`src/rtl/mxn_bits_shift.sv`:
```
// -----------------------------------------------------------------------------
// mxn_bits_shift
//   Registered multi-lane barrel shifter for the ALU shift unit. Each of the
//   SETS lanes shifts its own WIDTH-bit word under its own WIDTH-bit control
//   word. It produces the shifted result and an overflow word that holds the
//   bits shifted out. OP selects logical (0) or arithmetic (1) shifting for
//   all lanes.
//
//   Control word per lane: ctrl[0] = direction (0 left, 1 right),
//   ctrl[WIDTH-2:1] = amount (saturates at WIDTH), ctrl[WIDTH-1] = fill bit.
//
// Ports
//   clk             : clock, rising edge
//   rst_n           : synchronous active-low reset, clears both outputs
//   in_packed       : lane k data at [k*WIDTH +: WIDTH]
//   shift_packed    : lane k control word at [k*WIDTH +: WIDTH]
//   out_packed      : lane k shifted result, one cycle latency
//   overflow_packed : lane k shifted-out bits, one cycle latency
// -----------------------------------------------------------------------------
module mxn_bits_shift #(
  parameter int WIDTH = 4,
  parameter int SETS  = 2,
  parameter int OP    = 0
) (
  input  logic                    clk,
  input  logic                    rst_n,
  input  logic [SETS*WIDTH-1:0]   in_packed,
  input  logic [SETS*WIDTH-1:0]   shift_packed,
  output logic [SETS*WIDTH-1:0]   out_packed,
  output logic [SETS*WIDTH-1:0]   overflow_packed
);

  localparam int AW = WIDTH - 2;

  logic [SETS*WIDTH-1:0] res_s;
  logic [SETS*WIDTH-1:0] ovf_s;
  logic [SETS*WIDTH-1:0] out_r;
  logic [SETS*WIDTH-1:0] ovf_r;

  // One lane: returns {ovf, res}. The shift operates on a double-width word,
  // so the shifted-out bits land in the other half with zeros around them.
  // Vacated result bits are then forced to the fill value through a mask.
  function automatic logic [2*WIDTH-1:0] lane_shift(
    input logic [WIDTH-1:0] d,
    input logic [WIDTH-1:0] ctrl
  );
    logic                 dir;
    logic [AW-1:0]        amt;
    logic [31:0]          n;
    logic                 f;
    logic [2*WIDTH-1:0]   wide;
    logic [WIDTH-1:0]     ones;
    logic [WIDTH-1:0]     mask;
    logic [WIDTH-1:0]     res;
    logic [WIDTH-1:0]     ovf;
    dir  = ctrl[0];
    amt  = ctrl[WIDTH-2:1];
    ones = {WIDTH{1'b1}};
    n    = 32'(amt);
    if (n > 32'(WIDTH)) begin
      n = 32'(WIDTH);
    end else begin
      n = n;
    end
    // Arithmetic mode: right shifts sign-extend, left shifts fill with zero.
    if (OP == 0) begin
      f = ctrl[WIDTH-1];
    end else if (dir == 1'b1) begin
      f = d[WIDTH-1];
    end else begin
      f = 1'b0;
    end
    if (dir == 1'b0) begin
      wide = {{WIDTH{1'b0}}, d} << n;
      res  = wide[WIDTH-1:0];
      ovf  = wide[2*WIDTH-1:WIDTH];
      mask = ~(ones << n);
    end else begin
      wide = {d, {WIDTH{1'b0}}} >> n;
      res  = wide[2*WIDTH-1:WIDTH];
      ovf  = wide[WIDTH-1:0];
      mask = ~(ones >> n);
    end
    if (f) begin
      res = res | mask;
    end else begin
      res = res;
    end
    return {ovf, res};
  endfunction

  // Combinational shift for every lane, each with its own control word.
  always_comb begin
    res_s = {(SETS*WIDTH){1'b0}};
    ovf_s = {(SETS*WIDTH){1'b0}};
    for (int k = 0; k < SETS; k++) begin
      {ovf_s[k*WIDTH +: WIDTH], res_s[k*WIDTH +: WIDTH]} =
        lane_shift(in_packed[k*WIDTH +: WIDTH], shift_packed[k*WIDTH +: WIDTH]);
    end
  end

  // Output registers: cleared by reset, otherwise loaded every cycle.
  always_ff @(posedge clk) begin
    if (!rst_n) begin
      out_r <= {(SETS*WIDTH){1'b0}};
      ovf_r <= {(SETS*WIDTH){1'b0}};
    end else begin
      out_r <= res_s;
      ovf_r <= ovf_s;
    end
  end

  assign out_packed      = out_r;
  assign overflow_packed = ovf_r;

endmodule

```
`config.mk`:
```
export PLATFORM = sky130hd
export DESIGN_NAME = mxn_bits_shift
export DESIGN_NICKNAME = d
export VERILOG_FILES = /design/src/rtl/mxn_bits_shift.sv
export SDC_FILE = /design/constraint.sdc
export NUM_CORES = 1
export LEC_CHECK = 0
export ABC_CLOCK_PERIOD_IN_PS = 1300
export CORE_MARGIN = 2
export CORE_UTILIZATION = 35
export DETAILED_ROUTE_END_ITERATION = 16
export MAX_ROUTING_LAYER = met4
export PLACE_DENSITY = 0.72
export SLEW_MARGIN = 10
export SYNTH_ARGS = -nofsm -noshare
export SYNTH_HDL_FRONTEND = slang
export SYNTH_SLANG_ARGS = --single-unit
```
`constraint.sdc`:
```
create_clock -name clk -period 1.3 [get_ports clk]
set_input_delay 0.26 -clock clk [delete_from_list [all_inputs] [get_ports clk]]
set_output_delay 0.26 -clock clk [all_outputs]
set_load 0.02 [all_outputs]
```
==> run metrics, run 1 <==
number of instances on the worst hold path=3; initial antenna violation count=0; Critical Path Slowest Stage Cell=clkdlybuf4s50_1; fin crit share=93.9%; setup slack of the critical path after layout=0.0798 ns; Layout area overhead=56.4%; class of the tightest hold or removal check=primary input to register; worst hold path endpoint=overflow_packed[0]; worst slack after detailed placement=-0.356 ns; vias in the first global route=1033; number of different library cells in the post-synthesis netlist=32; post-route minimum period=1.22 ns; post-synthesis sequential area ratio=32.0%; data arrival at the endpoint of the critical path=1.39 ns; clk sink count=16; H-tree Lvls=1; Worst Min Path Start=shift_packed[0]; transition time of the tightest slew-check pin=0.309 ns; number of placed I/O pins=34; number of buffers between clock root and the deepest sink=2; Highest Clock Rate=820 MHz; Power per Cell Area=798 nW/um2; leftover overflow at the end of global routing=0; most used standard cell by instance count after synthesis=dfxtp_1; postcts setup bufs=0; Hold Slack=0.332 ns; wire per inst=13.0 um; series of cell instances along the critical path=clkdlybuf4s50_1 -> mux2_2 -> a211oi_2 -> a211oi_1; floorplan die height=57.5 um; peak supply drop=0.508 mV; final count of hold timing violations=0; wire length of the first global-routing pass=4430 um; Total Routed Length=2580 um; clock root cell=clkbuf_4; startpoint class of the critical path=primary input; initial cell density of the core=36.6%; Setup Crit Path Kind=primary input to register; floorplan core area=2730 um2; Antenna Violating Nets Remaining=0; Post-synth top flop=dfxtp_1; final weighted congestion of routability-driven global placement=0.902; via count=1074; setup repair after global routing missed its margin=false; cell family contributing the most delay on the critical path=buffers and inverters; Post-synth EDFFs=0; standby leakage power=0.732 nW; DIE WIDTH=57.5 um; worst endpoint required time=1.47 ns; Gate Count Post-Synth=112; maximum number of pins on one net before global-route repair=17; fin nets=187; number of remaining DRC errors=0; number of search-and-repair iterations in the first detailed-routing pass=4; fraction of layout cells with a size suffix above 1=26.8%; die area=3300 um2; Pins Over Slew Limit=0; mean area per synthesized cell=8.94 um2; number of I/O port buffers=33; Total Routing Usage GR=17.3%; headroom to the max-slew limit=79.1%; synthesized flop and latch total=16; YS warnings=0; total clock buffers created by CTS=3; longest individual stage delay on the worst path=0.48 ns; syn_nets=130; cell accounting for the most synthesized area=dfxtp_1; clock tree from TritonCTS=yes; crit end category=register; final total negative setup slack=0 ns; iteration-0 DRC count of the detailed router=40; Site Rows=19; Vias per Instance=5.40; HPWL after detailed placement=2060 um; list of most frequent post-synthesis cells=16 x dfxtp_1, 9 x a21oi_1, 8 x a211oi_1; number of violations of the max-capacitance limit=0; final count of negative-setup-slack endpoints=0; proportion of synthesized flip-flops having asynchronous set or reset=0%; top post-synthesis cells by area=dfxtp_1 32%, mux2_2 7.9%, mux2i_1 6.0%; Mapped Area=1000 um2; outcome=finished, final reports clean; buffers plus inverters on the worst setup path=1; number of inserted diodes=0; clock-pin slew of the registers on the worst-case setup and hold paths=0.09 ns; Synth top area share=32.0%; CP Max Fanout=2
## report_power, final
part           total [W]  switching, W  internal, W
combinational   0.000403      0.000197     0.000206
clock           0.000319      0.000149     0.000170
sequential      0.000527    0.00000579     0.000521
total            0.00125      0.000351     0.000897
## flip-flops by register name (all words and copies together) (netlist names)
signal / count
out_packed: 8
overflow_packed: 8
## layout make-up
cell class	count	area [um2]
inverters	3	15.0
well taps	31	38.8
fillers	250	1170
flip-flops and latches	16	320
clock buffers	4	36.3
repair buffers	61	534
multi-input cells	84	621
## routing by layer
metal / wire length (um) / part of all wire (%) / GRT usage, % / vias up
met1: 995 / 39 / 19.1 / 505
li1: - / - / - / 532
met3: 145 / 5.6 / 2.27 / 2
met4: 8 / 0.31 / 4.98 / 0
met5: 0 / 0 / - / -
met2: 1430 / 55 / 32.0 / 35
## worst max-delay path by stage
stage | start | end | cells past startpoint | slack, ns
2_1_floorplan | shift_packed[0] | out_packed[1] | 4 | 0.17
3_3_place_gp | shift_packed[6] | out_packed[6] | 4 | -0.33
3_5_place_dp | shift_packed[1] | out_packed[0] | 4 | -0.36
4_1_cts | in_packed[2] | out_packed[0] | 4 | 0.008
5_1_grt | in_packed[6] | out_packed[5] | 4 | 0.05
6_report | shift_packed[4] | out_packed[5] | 4 | 0.08
## kinds of logic after synthesis
kind of cell / Yosys count / synth area share, %
mux: 14 / 16.5
buf+inv: 12 / 7.25
compound gates: 40 / 28.0
flops: 16 / 32.0
simple gates: 30 / 16.2
## per-stage QoR
step	cells	total power [W]	utilization [%]	cell area [um2]
2_1_floorplan	112	0.000747	-	1000
3_3_place_gp	195	0.000951	55.6	1520
3_5_place_dp	195	0.000962	55.6	1520
4_1_cts	199	0.00126	56.1	1530
5_1_grt	199	0.00133	57.3	1570
6_report	199	0.00125	57.3	1570
## repair_timing
action	in CTS	in global routing
endpoints found under the setup margin	22	8
hold buffers	0	0
gates resized for setup	18	10
## worst min-delay path, stage by stage
cell and delay (ns):
dlymetal6s2s_1 0.15, buf_4 0.13, a2111oi_2 0.03
## cells in the final DEF (no fill, tap or decap), types with 3 or more instances in the layout
cell type        instances
buf_4                   27
dlygate4sd2_1           18
dfxtp_1                 16
clkdlybuf4s50_1         10
a21oi_1                  9
nor2_1                   7
mux2_2                   7
o21ai_0                  7
mux2i_1                  6
a211oi_1                 6
nand2_1                  5
dlymetal6s2s_1           5
nor2b_1                  4
a22oi_1                  3
nand2b_1                 3
and2_1                   3
clkbuf_4                 3
Note: power is estimated with default switching activity, not from simulation.
==> run 2, diff against run 1 <==
CORE_UTILIZATION = 44   (was 35)
PLACE_DENSITY = 0.86   (was 0.72)
==> run 2 against run 1 <==
  * Worst setup slack lost 0.056 ns
  * Global-route usage rose by 5.2 points
  * Sequential cell count is the same
  * Clock power decreased by 1%
  * Worst hold slack better by 0.14 ns
  * Wire length increased by 3.9%
  * Total power is essentially flat
  * Utilization increased by 13 points
  * Largest power group unchanged
  * Highest routed layer unchanged
==> run metrics, run 2 (synthesized netlist as in run 1, its figures left out) <==
via count=1115 (+3.8%); setup repair after global routing missed its margin=true; switch share=28.1% (-0.050 points); post-route minimum period=1.28 ns (+0.0560 ns); placed standard-cell area=1510 um2 (-0.74%); floorplan core area=2190 um2 (-20%); Metal-1 WL=1020 um (+2.0%); initial cell density of the core=45.7% (+9.1 points); Hold Slack=0.474 ns (+0.142 ns); count of fill cells added during filler insertion=188 (-25%); number of placed I/O pins=34 (unchanged); total clock buffers created by CTS=3 (unchanged); iteration-0 DRC count of the detailed router=24 (-40%); part of the power in registers=42.2% (about the same); Power per Cell Area=809 nW/um2 (+1.4%); Highest Clock Rate=784 MHz (-4.4%); vias in the first global route=1069 (+3.5%); headroom to the max-slew limit=77.4% (-1.7 points); commonest cells after routing, fill and taps aside=24 x buf_4, 18 x dlygate4sd2_1, 16 x dfxtp_1; HPWL after detailed placement=2120 um (+2.8%); startpoint class of the critical path=primary input; fraction of layout cells with a size suffix above 1=25.7% (-1.0 points); Antenna Violating Nets Remaining=0 (unchanged); die area=2670 um2 (-19%); Tot Pwr=0.00125 W (about the same); Total Routing Usage GR=22.5% (+5.2 points); standby leakage power=0.698 nW (-4.6%); wire per inst=13.8 um (+6.0%); Total Routed Length=2680 um (+3.9%); Setup Crit Path Kind=primary input to register; postcts setup bufs=0 (unchanged); final weighted congestion of routability-driven global placement=0.929 (+3.1%); number of remaining DRC errors=0 (unchanged); peak supply drop=0.571 mV (+12%); final cell area excluding filler cells=1550 um2 (-1.3%); clock tree from TritonCTS=yes; Pins Over Slew Limit=0 (unchanged); final total negative setup slack=0 ns (unchanged); clock root cell=clkbuf_4; Vias per Instance=5.72 (+5.9%); outcome=finished, final reports clean; clk sink count=16 (unchanged); final count of negative-setup-slack endpoints=0 (unchanged); class of the tightest hold or removal check=primary input to register; clock-pin slew of the registers on the worst-case setup and hold paths=0.09 ns (about the same); number of search-and-repair iterations in the first detailed-routing pass=4 (unchanged); CP Max Fanout=5 (+3); part of the power in combinational logic=32.6% (+0.4 points); number of inserted diodes=0 (unchanged); Layout area overhead=54.4%; Site Rows=17 (-2); Internal=0.000898 W (+0.16%); crit end category=register; worst endpoint required time=1.48 ns (about the same); number of buffers between clock root and the deepest sink=2 (unchanged); highest layer used for signal routing=met4; share of total power in the clock network=25.2% (-0.4 points); commonest non-fill, non-tap cell in the layout=buf_4; number of buffers inserted for hold repair after clock tree synthesis=0 (unchanged); fin crit share=98.2% (+4.3 points); wire length of the first global-routing pass=4370 um (-1.2%); fin nets=186 (-0.53%); H-tree Lvls=1 (unchanged); met2 WL post-DR=1460 um (+2.1%); transition time of the tightest slew-check pin=0.335 ns (+0.0258 ns); number of I/O port buffers=33 (unchanged); maximum number of pins on one net before global-route repair=20 (+3); leftover overflow at the end of global routing=0 (unchanged); sw power=0.000351 W (about the same); data arrival at the endpoint of the critical path=1.45 ns (+0.06 ns); floorplan die height=51.7 um (-10%); DIE WIDTH=51.7 um (-10%); number of violations of the max-capacitance limit=0 (unchanged); initial antenna violation count=0 (unchanged); met3 routed WL=134 um (-7.6%); final count of hold timing violations=0 (unchanged)
==> run 2: cell count changes in the layout (fill, tap and decap cells not counted), sizes merged <==
cell and change:
buf -1, clkdlybuf4s50 +4, clkinvlp -1, dlymetal6s2s -4
inv +1
==> run 2: area by class of cell <==
type                       count  area, um2  share of cell area (%)
tap                           28       35.0                    2.27
clock buffer                   4       36.3                    2.35
multi-input combinational     84        618                    40.0
inverter                       3       11.3                   0.729
timing repair buffer          60        524                    33.9
sequential                    16        320                    20.7
==> run 2: stage by stage <==
stage | setup slack (ns) | std cells | utilization (%)
floorplan | 0.173 | 112 | -
global placement | -0.297 | 191 | 68.8
detailed placement | -0.364 | 191 | 68.8
CTS | 0.0305 | 195 | 69.8
global route | 0.000232 | 195 | 70.5
finish | 0.0239 | 195 | 70.5
==> run 2: worst paths after layout <==
path | start | to | cells past startpoint
worst max-delay path | in_packed[0] | out_packed[0] | 4
worst min-delay path | shift_packed[6] | overflow_packed[5] | 3
==> run 2: timing repair <==
action | 4_1_cts | 5_1_grt
resized for setup | 21 | 4
endpoints found under the hold margin | 0 | 0
setup endpoints to repair | 23 | 4
pin swaps | 0 | 0
==> run 2: metal layers <==
metal / global-route usage, % / up-vias
li1: - / 535
met3: 4.60 / 8
met5: - / -
met2: 40.8 / 37
met4: 14.0 / 0
met1: 21.8 / 535
==> run 2: critical path, cell delays in order <==
cell and delay, ns:
clkdlybuf4s50_1 0.50, mux4_1 0.53, nor2_1 0.11, a211oi_1 0.06
==> run 2: power by group through the flow <==
stage	Clock (W)	Sequential, W	Combinational [W]
2_1_floorplan	0	0.000581	0.000166
3_3_place_gp	0	0.000539	0.000407
3_5_place_dp	0	0.000540	0.000421
4_1_cts	0.000330	0.000528	0.000401
5_1_grt	0.000352	0.000530	0.000438
6_report	0.000315	0.000527	0.000407
==> run 3, diff against run 2 <==
ABC_CLOCK_PERIOD_IN_PS = 1500   (was 1300)
CORE_MARGIN = 4   (was 2)
CORE_UTILIZATION = 48   (was 44)
PLACE_DENSITY = 0.92   (was 0.86)
clock period = 1.5 ns   (was 1.3 ns; I/O delays follow)
==> run 3 against run 2 <==
  * Non-clock buffer count is 3 lower
  * Cell count shrank 2.1%
  * Worst hold slack improved by 0.22 ns
  * Worst setup slack gained 0.071 ns
  * Sequential share of layout area is 0.20 points higher
  * Utilization grew 7.5 points
  * Sequential power decreased by 13%
  * Clock-buffer cell count is the same
  * Critical path type unchanged
  * Critical endpoint unchanged
  * Largest power group unchanged
==> run metrics, run 3 (synthesized netlist as in run 1, its figures left out) <==
clock-pin slew of the registers on the worst-case setup and hold paths=0.09 ns (about the same); standby leakage power=0.760 nW (+9.0%); fin nets=183 (-1.6%); clk sink count=16 (unchanged); worst endpoint required time=1.66 ns (+0.18 ns); number of remaining DRC errors=0 (unchanged); worst slack after detailed placement=-0.212 ns (+0.152 ns); number of buffers inserted for hold repair after clock tree synthesis=0 (unchanged); final count of negative-setup-slack endpoints=0 (unchanged); DIE WIDTH=53.7 um (+3.8%); longest individual stage delay on the worst path=0.58 ns (+0.05 ns); HPWL after detailed placement=2200 um (+3.9%); number of I/O port buffers=33 (unchanged); clock tree from TritonCTS=yes; final count of hold timing violations=0 (unchanged); Highest Clock Rate=712 MHz; number of buffers between clock root and the deepest sink=2 (unchanged); final weighted congestion of routability-driven global placement=0.896 (-3.6%); Antenna Violating Nets Remaining=0 (unchanged); vias in the first global route=1042 (-2.5%); Critical Path Slowest Stage Cell=mux4_1; number of inserted diodes=0 (unchanged); number of search-and-repair iterations in the first detailed-routing pass=4 (unchanged); class of the tightest hold or removal check=primary input to register; Pins Over Slew Limit=0 (unchanged); H-tree Lvls=1 (unchanged); data arrival at the endpoint of the critical path=1.57 ns (+0.12 ns); wire length of the first global-routing pass=4490 um (+2.7%); number of violations of the max-capacitance limit=0 (unchanged); total clock buffers created by CTS=3 (unchanged); non-filler cells, final=191 (-2.1%); number of placed I/O pins=34 (unchanged); clock root cell=clkbuf_4; initial cell density of the core=51.0% (+5.3 points); Site Rows=16 (-1); transition time of the tightest slew-check pin=0.319 ns (-0.0159 ns); via count=1059 (-5.0%); crit end category=register; iteration-0 DRC count of the detailed router=25 (+4.2%); post-route minimum period=1.40 ns; Total Routing Usage GR=21.4% (-1.1 points); setup repair after global routing missed its margin=false; wire per inst=14.4 um (+4.7%); series of cell instances along the critical path=clkdlybuf4s50_1 -> mux4_1 -> nor2_1 -> a211oi_1; count of fill cells added during filler insertion=138 (-27%); leftover overflow at the end of global routing=0 (unchanged); fraction of layout cells with a size suffix above 1=22.6% (-3.2 points); count of placed standard cells including taps=187 (-2.1%); fin crit share=93.7%; Setup Crit Path Kind=primary input to register; startpoint class of the critical path=primary input; maximum number of pins on one net before global-route repair=17 (-15%); postcts setup bufs=0 (unchanged); headroom to the max-slew limit=78.7% (+1.3 points); Power per Cell Area=709 nW/um2 (-12%); Layout area overhead=52.9%; CP Max Fanout=3 (-2); floorplan die height=53.7 um (+3.8%); peak supply drop=0.414 mV (-28%); setup slack of the critical path after layout=0.0952 ns (+0.0713 ns); Vias per Instance=5.54 (-3.0%); die area=2880 um2 (+7.8%); Total Routed Length=2750 um (+2.5%); commonest non-fill, non-tap cell in the layout=buf_4; floorplan core area=1960 um2 (-10%); outcome=finished, final reports clean; initial antenna violation count=0 (unchanged); commonest cells after routing, fill and taps aside=24 x buf_4, 17 x clkdlybuf4s50_1, 16 x dfxtp_1
-- run 3: routing by layer --
layer  vias up  GRT usage, %  share of wire, %
met2        40          40.5                56
met5         -             -                 0
met4         0          6.38               1.4
li1        524             -                 -
met1       491          22.7                36
met3         4          2.77               7.0
-- run 3: critical path, delay by kind of cell --
kind,cells,cell delay (ns)
multiplexers,1,0.58
buffers and inverters,1,0.52
AND/OR/NAND/NOR,1,0.11
AO/OA/AOI/OAI,1,0.05
-- run 3: cell type report --
class	instances	area (um2)	area share (%)
clock buffers	4	36.3	2.37
well taps	27	33.8	2.21
multi-input cells	84	608	39.7
inverters	3	11.3	0.736
flip-flops and latches	16	320	20.9
repair buffers	57	520	34.0
-- run 3: path summary, 6_finish.rpt --
kind / slack, ns / start / endpoint / depth (start not counted)
max: 0.1 / shift_packed[1] / out_packed[0] / 4
min: 0.70 / shift_packed[3] / out_packed[1] / 3
-- run 3: repair_timing --
action / CTS / global route
cloned: 0 / 0
hold endpoints to repair: 0 / 0
gates resized for setup: 8 / 8
pin swaps: 0 / 0
setup endpoints to repair: 8 / 8
-- run 3: metrics by stage --
step	hold WS, ns	util [%]	cell area [um2]	setup TNS (ns)	power (W)
3_5_place_dp	0.992	75.6	1480	-1.73	0.000830
2_1_floorplan	0.418	-	1000	0	0.000648
6_report	0.697	78.0	1530	0	0.00108
5_1_grt	0.702	78.0	1530	0	0.00114
3_3_place_gp	0.985	75.6	1480	-1.09	0.000813
4_1_cts	0.697	77.0	1510	0	0.00109
-- run 3: report_power, final --
part | switching (W) | internal (W)
sequential | 0.00000551 | 0.000452
clock | 0.000131 | 0.000147
combinational | 0.000170 | 0.000179
total | 0.000306 | 0.000778
